==> config.mk <==
export PLATFORM = sky130hd
export DESIGN_NAME = lockable_reg_bank_flat
export DESIGN_NICKNAME = d
export VERILOG_FILES = /design/src/rtl/lockable_reg_pkg.sv /design/src/rtl/lockable_reg_bank_if.sv /design/src/rtl/lockable_reg_bank_unlock_ctrl.sv /design/src/rtl/lockable_reg_bank.sv /design/src/flat_wrapper.sv
export SDC_FILE = /design/constraint.sdc
export NUM_CORES = 1
export LEC_CHECK = 0
export ABC_AREA = 1
export CORE_MARGIN = 2
export CORE_UTILIZATION = 55
export CTS_BUF_LIST = sky130_fd_sc_hd__clkbuf_16
export DETAILED_ROUTE_END_ITERATION = 16
export PLACE_DENSITY_LB_ADDON = 0.3
export SLEW_MARGIN = 20
export SYNTH_ARGS = -nofsm -noshare
export SYNTH_HDL_FRONTEND = slang
export SYNTH_SLANG_ARGS = --single-unit
==> constraint.sdc <==
create_clock -name clk -period 3.8 [get_ports clk]
set_clock_uncertainty 0.05 [all_clocks]
set_input_delay 0.76 -clock clk [delete_from_list [all_inputs] [get_ports clk]]
set_output_delay 0.76 -clock clk [all_outputs]
set_load 0.01 [all_outputs]
==> src/rtl/lockable_reg_pkg.sv <==
// Shared types and sizing helpers for the lockable configuration register bank.
package lockable_reg_pkg;

    typedef enum logic [1:0] {
        LOCKED   = 2'd0,
        CHECK    = 2'd1,
        UNLOCKED = 2'd2,
        LOCKOUT  = 2'd3
    } state_t;

    localparam logic [15:0] DEFAULT_KEY = 16'hA5C3;

    // Counter wide enough to hold the value max_fails itself.
    function automatic int fail_cnt_w(input int max_fails);
        int w;
        w = $clog2(max_fails + 1);
        return (w < 1) ? 1 : w;
    endfunction

    function automatic int addr_w(input int num_regs);
        return (num_regs > 1) ? $clog2(num_regs) : 1;
    endfunction

endpackage

==> src/rtl/lockable_reg_bank_if.sv <==
// Access-path bundle between the debug/JTAG master and the protected register bank.
interface lockable_reg_bank_if
    import lockable_reg_pkg::*;
#(
    parameter int NUM_REGS = 4,
    parameter int DATA_W   = 6,
    parameter int KEY_W    = 16
);
    localparam int ADDR_W = addr_w(NUM_REGS);

    logic                wr_en;
    logic [ADDR_W-1:0]   wr_addr;
    logic [DATA_W-1:0]   wr_data;
    logic [ADDR_W-1:0]   rd_addr;
    logic [DATA_W-1:0]   rd_data;
    logic                unlock_en;
    logic [KEY_W-1:0]    unlock_key;
    logic                relock;
    logic                lock_set;
    logic [NUM_REGS-1:0] lock_mask;
    logic                wr_ack;
    logic                wr_err;
    logic                unlocked;
    logic                lockout;
    logic [NUM_REGS-1:0] reg_lock;

    modport master (
        output wr_en, wr_addr, wr_data, rd_addr, unlock_en, unlock_key,
               relock, lock_set, lock_mask,
        input  rd_data, wr_ack, wr_err, unlocked, lockout, reg_lock
    );

    modport slave (
        input  wr_en, wr_addr, wr_data, rd_addr, unlock_en, unlock_key,
               relock, lock_set, lock_mask,
        output rd_data, wr_ack, wr_err, unlocked, lockout, reg_lock
    );

endinterface

==> src/rtl/lockable_reg_bank_unlock_ctrl.sv <==
// Key-based unlock FSM with a consecutive-failure counter and terminal lockout.
module unlock_ctrl
    import lockable_reg_pkg::*;
#(
    parameter int               KEY_W      = 16,
    parameter logic [KEY_W-1:0] UNLOCK_KEY = DEFAULT_KEY,
    parameter int               MAX_FAILS  = 3
)(
    input  logic             clk,
    input  logic             rst_n,
    input  logic             unlock_en,
    input  logic [KEY_W-1:0] unlock_key,
    input  logic             relock,
    output state_t           state_o
);
    localparam int             FCW     = fail_cnt_w(MAX_FAILS);
    localparam logic [FCW-1:0] MAX_CNT = FCW'(MAX_FAILS);

    state_t           state_q;
    logic [KEY_W-1:0] key_q;
    logic [FCW-1:0]   fail_q;
    logic [FCW-1:0]   fail_inc;

    assign fail_inc = fail_q + FCW'(1);
    assign state_o  = state_q;

    always_ff @(posedge clk or negedge rst_n) begin
        if (!rst_n) begin
            state_q <= LOCKED;
            key_q   <= '0;
            fail_q  <= '0;
        end else begin
            case (state_q)
                LOCKED: begin
                    if (unlock_en) begin
                        key_q   <= unlock_key;
                        state_q <= CHECK;
                    end
                end
                CHECK: begin
                    if (key_q == UNLOCK_KEY) begin
                        fail_q  <= '0;
                        state_q <= UNLOCKED;
                    end else begin
                        fail_q  <= fail_inc;
                        state_q <= (fail_inc == MAX_CNT) ? LOCKOUT : LOCKED;
                    end
                end
                UNLOCKED: begin
                    if (relock) state_q <= LOCKED;
                end
                LOCKOUT: state_q <= LOCKOUT;
                default: state_q <= LOCKED;
            endcase
        end
    end

endmodule

==> src/rtl/lockable_reg_bank.sv <==
// Write-protected configuration register bank: data registers, sticky locks,
// write qualification and registered read path around the unlock FSM.
module lockable_reg_bank
    import lockable_reg_pkg::*;
#(
    parameter int                NUM_REGS   = 4,
    parameter int                DATA_W     = 6,
    parameter int                KEY_W      = 16,
    parameter logic [KEY_W-1:0]  UNLOCK_KEY = DEFAULT_KEY,
    parameter int                MAX_FAILS  = 3,
    parameter logic [DATA_W-1:0] RESET_VAL  = '0
)(
    input logic                clk,
    input logic                reset_n,
    lockable_reg_bank_if.slave bus
);
    localparam int ADDR_W = addr_w(NUM_REGS);

    // Reset asserts asynchronously but releases on a clock edge for the whole bank.
    logic [1:0] rst_sync_q;
    logic       rst_n;

    always_ff @(posedge clk or negedge reset_n) begin
        if (!reset_n) rst_sync_q <= '0;
        else          rst_sync_q <= {rst_sync_q[0], 1'b1};
    end
    assign rst_n = rst_sync_q[1];

    state_t state;

    unlock_ctrl #(
        .KEY_W      (KEY_W),
        .UNLOCK_KEY (UNLOCK_KEY),
        .MAX_FAILS  (MAX_FAILS)
    ) u_unlock_ctrl (
        .clk        (clk),
        .rst_n      (rst_n),
        .unlock_en  (bus.unlock_en),
        .unlock_key (bus.unlock_key),
        .relock     (bus.relock),
        .state_o    (state)
    );

    logic [DATA_W-1:0]   regs_q [NUM_REGS];
    logic [NUM_REGS-1:0] reg_lock_q, reg_lock_d;
    logic [DATA_W-1:0]   rd_data_q, rd_data_d;
    logic                wr_ack_q, wr_ack_d;
    logic                wr_err_q, wr_err_d;
    logic                wr_addr_ok, rd_addr_ok, wr_locked, wr_ok;

    assign wr_addr_ok = 32'(bus.wr_addr) < 32'(NUM_REGS);
    assign rd_addr_ok = 32'(bus.rd_addr) < 32'(NUM_REGS);

    // Decisions use registered state and locks, so same-cycle relock/lock_set do not block.
    always_comb begin
        wr_locked = 1'b0;
        for (int unsigned i = 0; i < NUM_REGS; i++) begin
            if (bus.wr_addr == ADDR_W'(i)) wr_locked = reg_lock_q[i];
        end
        wr_ok    = bus.wr_en && (state == UNLOCKED) && wr_addr_ok && !wr_locked;
        wr_ack_d = wr_ok;
        wr_err_d = bus.wr_en && !wr_ok;

        reg_lock_d = reg_lock_q;
        if (bus.lock_set && (state != LOCKOUT)) reg_lock_d = reg_lock_q | bus.lock_mask;

        rd_data_d = '0;
        for (int unsigned i = 0; i < NUM_REGS; i++) begin
            if (rd_addr_ok && (bus.rd_addr == ADDR_W'(i))) rd_data_d = regs_q[i];
        end
    end

    always_ff @(posedge clk or negedge rst_n) begin
        if (!rst_n) begin
            for (int unsigned i = 0; i < NUM_REGS; i++) regs_q[i] <= RESET_VAL;
            reg_lock_q <= '0;
            rd_data_q  <= RESET_VAL;
            wr_ack_q   <= 1'b0;
            wr_err_q   <= 1'b0;
        end else begin
            for (int unsigned i = 0; i < NUM_REGS; i++) begin
                if (wr_ok && (bus.wr_addr == ADDR_W'(i))) regs_q[i] <= bus.wr_data;
            end
            reg_lock_q <= reg_lock_d;
            rd_data_q  <= rd_data_d;
            wr_ack_q   <= wr_ack_d;
            wr_err_q   <= wr_err_d;
        end
    end

    assign bus.rd_data  = rd_data_q;
    assign bus.wr_ack   = wr_ack_q;
    assign bus.wr_err   = wr_err_q;
    assign bus.reg_lock = reg_lock_q;
    assign bus.unlocked = (state == UNLOCKED);
    assign bus.lockout  = (state == LOCKOUT);

endmodule
==> src/flat_wrapper.sv <==
// flat-port wrapper written by rule: the top's interface ports become plain ports
module lockable_reg_bank_flat import lockable_reg_pkg::*;
#(
    parameter int                NUM_REGS   = 4,
    parameter int                DATA_W     = 6,
    parameter int                KEY_W      = 16,
    parameter logic [KEY_W-1:0]  UNLOCK_KEY = DEFAULT_KEY,
    parameter int                MAX_FAILS  = 3,
    parameter logic [DATA_W-1:0] RESET_VAL  = '0
)
  (clk, reset_n, bus_wr_en, bus_wr_addr, bus_wr_data, bus_rd_addr, bus_unlock_en, bus_unlock_key, bus_relock, bus_lock_set, bus_lock_mask, bus_rd_data, bus_wr_ack, bus_wr_err, bus_unlocked, bus_lockout, bus_reg_lock);
  lockable_reg_bank_if #(.NUM_REGS(NUM_REGS), .DATA_W(DATA_W), .KEY_W(KEY_W)) bus_i ();
  input logic clk;
  input logic reset_n;
  input wire logic [$bits(bus_i.wr_en)-1:0] bus_wr_en;
  input wire logic [$bits(bus_i.wr_addr)-1:0] bus_wr_addr;
  input wire logic [$bits(bus_i.wr_data)-1:0] bus_wr_data;
  input wire logic [$bits(bus_i.rd_addr)-1:0] bus_rd_addr;
  input wire logic [$bits(bus_i.unlock_en)-1:0] bus_unlock_en;
  input wire logic [$bits(bus_i.unlock_key)-1:0] bus_unlock_key;
  input wire logic [$bits(bus_i.relock)-1:0] bus_relock;
  input wire logic [$bits(bus_i.lock_set)-1:0] bus_lock_set;
  input wire logic [$bits(bus_i.lock_mask)-1:0] bus_lock_mask;
  output wire logic [$bits(bus_i.rd_data)-1:0] bus_rd_data;
  output wire logic [$bits(bus_i.wr_ack)-1:0] bus_wr_ack;
  output wire logic [$bits(bus_i.wr_err)-1:0] bus_wr_err;
  output wire logic [$bits(bus_i.unlocked)-1:0] bus_unlocked;
  output wire logic [$bits(bus_i.lockout)-1:0] bus_lockout;
  output wire logic [$bits(bus_i.reg_lock)-1:0] bus_reg_lock;
  assign bus_i.wr_en = bus_wr_en;
  assign bus_i.wr_addr = bus_wr_addr;
  assign bus_i.wr_data = bus_wr_data;
  assign bus_i.rd_addr = bus_rd_addr;
  assign bus_i.unlock_en = bus_unlock_en;
  assign bus_i.unlock_key = bus_unlock_key;
  assign bus_i.relock = bus_relock;
  assign bus_i.lock_set = bus_lock_set;
  assign bus_i.lock_mask = bus_lock_mask;
  assign bus_rd_data = bus_i.rd_data;
  assign bus_wr_ack = bus_i.wr_ack;
  assign bus_wr_err = bus_i.wr_err;
  assign bus_unlocked = bus_i.unlocked;
  assign bus_lockout = bus_i.lockout;
  assign bus_reg_lock = bus_i.reg_lock;
  lockable_reg_bank #(.NUM_REGS(NUM_REGS), .DATA_W(DATA_W), .KEY_W(KEY_W), .UNLOCK_KEY(UNLOCK_KEY), .MAX_FAILS(MAX_FAILS), .RESET_VAL(RESET_VAL)) u_core (.clk(clk), .reset_n(reset_n), .bus(bus_i));
endmodule
# --- After elaboration in Yosys (flattened, before gate mapping) ---
# Index checks and enable logic that the tools add are counted.
word_totals:
  reg_bits: 58
  inputBits: 36
  out_inout_bits: 14
  wordCells: 57
classes:
  add_sub_neg: 1
  n_eq_ne: 14
  mux: 14
  n_bitwise: 1
  reduce_logical: 15
ops:
  columns: ["cell", "count"]
  rows:
  - ["two-way mux 6 bit", 4]
  - ["== test 16 bit, second input constant", 1]
  - ["== test 2 bit, second input constant", 7]
  - ["two-way mux 2 bit", 5]
  - ["logical AND 1 bit", 8]
  - ["one-hot mux 2 bit (4 select lines)", 1]
  - ["== test 2 x 1 -> 1 bit, second input constant", 3]
  - ["logical NOT 2 bit", 3]
  - ["inequality test 2 bit, second input constant", 3]
  - ["two-way mux 1 bit", 4]
  - ["OR 4 bit", 1]
  - ["AND reduction 2 bit", 2]
  - ["adder 2 x 1 -> 2 bit, second input constant", 1]
  - ["logical NOT 1 bit", 2]

# --- Longest topological paths before layout ---
logic_depth:
  depth_word: 9
  depth_mapped: 8
  mapped_depth_nobuf: 7

# --- Hierarchy ---
# Synthesis repeated with hierarchy kept, for this count alone.
hier_totals:
  cells_unflattened: 264
  hier_area_um2: 2519.9
by_module_without_submodules:
  columns: ["module", "n_inst", "cells_per_inst", "area_each_um2", "seq_area_each_um2"]
  rows:
  - ["lockable_reg_bank", 1, 187, 1634.1, 950.9]
  - ["unlock_ctrl", 1, 77, 885.8, 500.5]

# --- Least setup slack after synthesis ---
# Ideal clock, no wire load.
synth_timing:
  path_type: "input to register"
  start: "input port bus_wr_en"
  end: "register u_core.regs_q[2] (netlist name)"
  setup_time_ns: 0.117
  t_arrival_ns: 1.448
  required_time_ns: 3.633
  slack_ns: 2.185
  stages: 6
  n_path_buf: 1
  cell_sequence: "nand3_1 -> nor2_2 -> nand3_1 -> buf_4 -> nand2_1 -> o21ai_2"
synth_between:
  elab_chain_len: 3
synth_rtl:
  columns: ["element", "line", "rtl"]
  rows:
  - ["start, declared", "flat_wrapper.sv:15", "input wire logic [$bits(bus_i.wr_en)-1:0] bus_wr_en;"]
  - ["logical AND 1 bit (2 in series)", "lockable_reg_bank.sv:60", "wr_ok = bus.wr_en && (state == UNLOCKED) && wr_addr_ok && !wr_locked;"]
  - ["logical AND 1 bit", "lockable_reg_bank.sv:82", "if (wr_ok && (bus.wr_addr == ADDR_W'(i))) regs_q[i] <= bus.wr_data;"]
  - ["end signal, assigned by index", "lockable_reg_bank.sv:82", null]
  - ["end, declared", "lockable_reg_bank.sv:44", "logic [DATA_W-1:0] regs_q [NUM_REGS];"]
# Every way passes these cells.
# A chain may end at the register's enable or synchronous reset.

# --- Final worst setup path ---
layout_timing:
  start: "input port bus_wr_addr[1]"
  end: "register u_core.regs_q[13] (netlist name)"
layout_between:
  elab_chain_len: 8
  elab_cells_between_ends: 11
  cone_classes: "eq/ne: 3; mux: 4; reduce/logical: 4"
layout_rtl:
  columns: ["element", "line", "rtl"]
  rows:
  - ["start, declared", "flat_wrapper.sv:16", "input wire logic [$bits(bus_i.wr_addr)-1:0] bus_wr_addr;"]
  - ["logical NOT 2 bit", "lockable_reg_bank.sv:58", "if (bus.wr_addr == ADDR_W'(i)) wr_locked = reg_lock_q[i];"]
  - ["two-way mux 1 bit (4 in series)", "lockable_reg_bank.sv:58", null]
  - ["logical NOT 1 bit", "lockable_reg_bank.sv:60", null]
  - ["logical AND 1 bit", "lockable_reg_bank.sv:60", null]
  - ["logical AND 1 bit *", "lockable_reg_bank.sv:82", null]
# Mark *: on every way between the ends. The rest lies on a longest branch, timed or not.

==> results.json <==
{
  "synth_top_cell_area_share_pct": 57.23,
  "synthTopCellsByArea": "dfrtp_1 (57%), nand2_1 (19%), nand4_1 (6.4%)",
  "dr.pass1.iters": 5,
  "cts_setup_buffers": 0,
  "p_int_uw": 1149,
  "p_leak_uw": 0.001697,
  "htreeDepth": 3,
  "grt_pass1_vias": 2190,
  "ant_nets": 0,
  "end_kind": "flop",
  "syn-instance-count": 298,
  "stdcell_count": 409,
  "timing.rr.end": "u_core.regs_q[13]",
  "p_comb_share_pct": 4.9,
  "vdd_ir_drop_max_mv": 0.3163,
  "critPathLaunchType": "input pin",
  "cpMostUsedCell": "nand2_1",
  "crit_chain": "clkdlybuf4s50_1 > inv_1 > nand3_1 > nand2_1 > nor2_2 > nand3_1 > nand2_1 > nand2_1",
  "drc": 0,
  "cts_tree": "yes",
  "dp.cells": 393,
  "wire_per_inst_um": 15.00,
  "postPlaceCellArea_mm2": 0.003053,
  "n_antenna_cell": 0,
  "viasPerCell": 5.555,
  "swShare_pct": 20.61,
  "syn_nets": 335,
  "synthFlopType": "dfrtp_1",
  "synth_top_family_by_area": "simple AND/OR/NAND/NOR gates",
  "synth_xor_area_share_pct": 0,
  "critPathBufInv": 2,
  "post-route-cell-area_mm2": 0.003332,
  "rsz0062_at_grt": "false",
  "setup_viol": 0,
  "min_period_ps": 2656,
  "fp.dieW_um": 71.91,
  "cts-root-buf": "clkbuf_16",
  "yosys.area_share.simple_pct": 32.51,
  "layout-drive-gt1-share_pct": 7.003,
  "synth_common_cells": "nand2_1 (129), dfrtp_1 (58), nand4_1 (26)",
  "fin_nets": 389,
  "synthAdderAreaFrac_pct": 0.4933,
  "hpwl_um": 3994,
  "clock-sinks": 58,
  "worst-path-stages": 8,
  "grt-ovfl-total": 0,
  "yosysSeqAreaShare_pct": 57.23,
  "multi_input_area_um2": 935.9,
  "cts_buffers": 9,
  "arrival_ps": 2820,
  "post_cts_resized": 0,
  "fin_ws_ps": 1144,
  "ios": 50,
  "ys_ff_latch": 58,
  "synth_edf_count": 0,
  "clk_pin_slew_ps": 50,
  "p_switching_uw": 298.4,
  "cts_buffer_depth": 2,
  "grt_max_degree": 33,
  "grt_pass1_wl_um": 10090,
  "seqPwrFrac_pct": 43.2,
  "power.clock.fraction_pct": 51.9,
  "crit_start": "bus_wr_addr[1]",
  "cpMaxStageDelayCell": "nor2_2",
  "die_area_mm2": 0.005170,
  "slew_violations": 0,
  "synth_top_area_cell": "dfrtp_1",
  "hold_violations": 0,
  "async_flop_share_pct": 100.0,
  "setup_tns_ps": 0,
  "critPathTopFamily": "simple AND/OR/NAND/NOR gates",
  "dpl_worst_slack_ps": 889.9,
  "critPathMaxStageDelay_ps": 650,
  "yosys_warnings": 0,
  "antenna_found_initial": 0,
  "crit_fanout": 22,
  "portBuffers": 49,
  "vias": 2272,
  "seqCellArea_mm2": 0.001453,
  "netlist_area_mm2": 0.002536,
  "r2r-start": "u_core.bus.reg_lock[2]",
  "areaGrowthSynthToFinish_pct": 31.38,
  "rr_worst_depth": 6,
  "worstSetupPathType": "input pin to flop",
  "wl_um": 6135,
  "synth_compound_area_share_pct": 3.749,
  "max_slew_margin_pct": 43.01,
  "drv_cap": 0,
  "rows": 24,
  "status": "completed",
  "max_slew.worst_pin.slew_ps": 853.9,
  "cts_hold_buf": 0,
  "core_area_mm2": 0.004384,
  "n_fill_cell": 303,
  "crit_end": "u_core.regs_q[13]",
  "synth_most_common_cell": "nand2_1",
  "gp_congestion": 0.8442,
  "initial_utilization_pct": 57.85,
  "min_path_type": "flop to asynchronous set/reset pin",
  "grt_usage_pct": 26.38,
  "crit_required_ps": 3960,
  "die_y_um": 71.91,
  "synthMuxAreaShare_pct": 0,
  "clk_latency_ps": 320,
  "yosysUniqueCellTypes": 20,
  "drtIter0Drc": 177,
  "post-route-period-util_pct": 69.90,
  "fmax_mhz": 376.5,
  "cellPowerDensity_mw_per_mm2": 434.5,
  "ff2ff_setup_slack_ps": 1830,
  "synth.avg_cell_area_um2": 8.511
}
[cell families (layout without fill, tap and decap cells)]
logic type,count (synthesis),in the layout
AND/OR/NAND/NOR,192,192
flip-flops,58,58
buffers and inverters,33,92
AO/OA/AOI/OAI,13,13
adder cells (fa/ha/maj),1,1
other,1,1
[placed cells by master (no fill, tap or decap)]
cell             Yosys  final
o21ai_2              6      6
nor2_2               2      2
conb_1               1      1
nand4_1             26     26
a31o_2               2      2
nor3_1               4      4
bufinv_16            0      1
and2_1               1      1
ha_1                 1      1
dfrtp_2              0      1
o21ai_0              5      5
nand3_4              1      1
nand3_1             10     10
dfrtp_1             58     57
clkinv_2             0      1
clkdlybuf4s50_1      0     49
clkinv_1             1      3
inv_1               24     27
clkbuf_16            0      9
buf_4                2      2
nor2_1              19     19
nand2_1            129    129
[metrics by stage]
stage | util [%] | hold slack (ps) | total power (uW)
final | 76.00 | 199.3 | 1448
after global routing | 76.00 | 256.1 | 1488
after CTS | 76.00 | 219.5 | 1449
after detailed placement | 69.63 | 219.0 | 705.4
after global placement | 69.63 | 214.9 | 705.0
after floorplan | - | 281.2 | 655.3
[final cells by class]
type,instances,share of cell area (%)
Clock inverter,7,1.615
Tap cell,52,1.953
Inverter,25,2.816
Sequential cell,58,43.60
Clock buffer,9,6.759
Multi-Input combinational cell,207,28.09
Timing Repair Buffer,51,15.17
[sequential cells by signal (all words and copies together), names as in the netlist]
name                          count
u_core.bus.reg_lock               4
u_core.u_unlock_ctrl.fail_q       2
u_core.bus.wr_ack                 1
u_core.u_unlock_ctrl.key_q       16
u_core.regs_q                    24
u_core.bus.rd_data                6
u_core.u_unlock_ctrl.state_o      2
u_core.rst_sync_q                 2
u_core.bus.wr_err                 1
[routing by layer]
metal / GRT usage (%) / wire length [um] / vias up
met2: 39.92 / 2862 / 110
met3: 10.28 / 517 / 22
met1: 33.49 / 2570 / 1071
met4: 12.79 / 185 / 0
li1: - / - / 1069
met5: 0 / 0 / -
[power groups by stage]
| stage | clock [uW] | sequential (uW) | combinational (uW) |
|---|---|---|---|
| after global routing | 786 | 626 | 76.1 |
| final | 752 | 626 | 70.3 |
| after CTS | 753 | 626 | 70.1 |
| after floorplan | 0 | 640 | 15.7 |
| after global placement | 0 | 636 | 69.0 |
| after detailed placement | 0 | 636 | 69.3 |
[how the worst min path moves through the flow]
stage / endpoint / slack (ps)
finish: u_core.bus.reg_lock[2] / 200
global route: u_core.bus.reg_lock[0] / 260
CTS: u_core.bus.reg_lock[0] / 220
detailed placement: u_core.bus.reg_lock[0] / 220
global placement: u_core.regs_q[3] / 210
floorplan: u_core.rst_sync_q[1] / 280
Note: power is estimated with default switching activity, not from simulation.
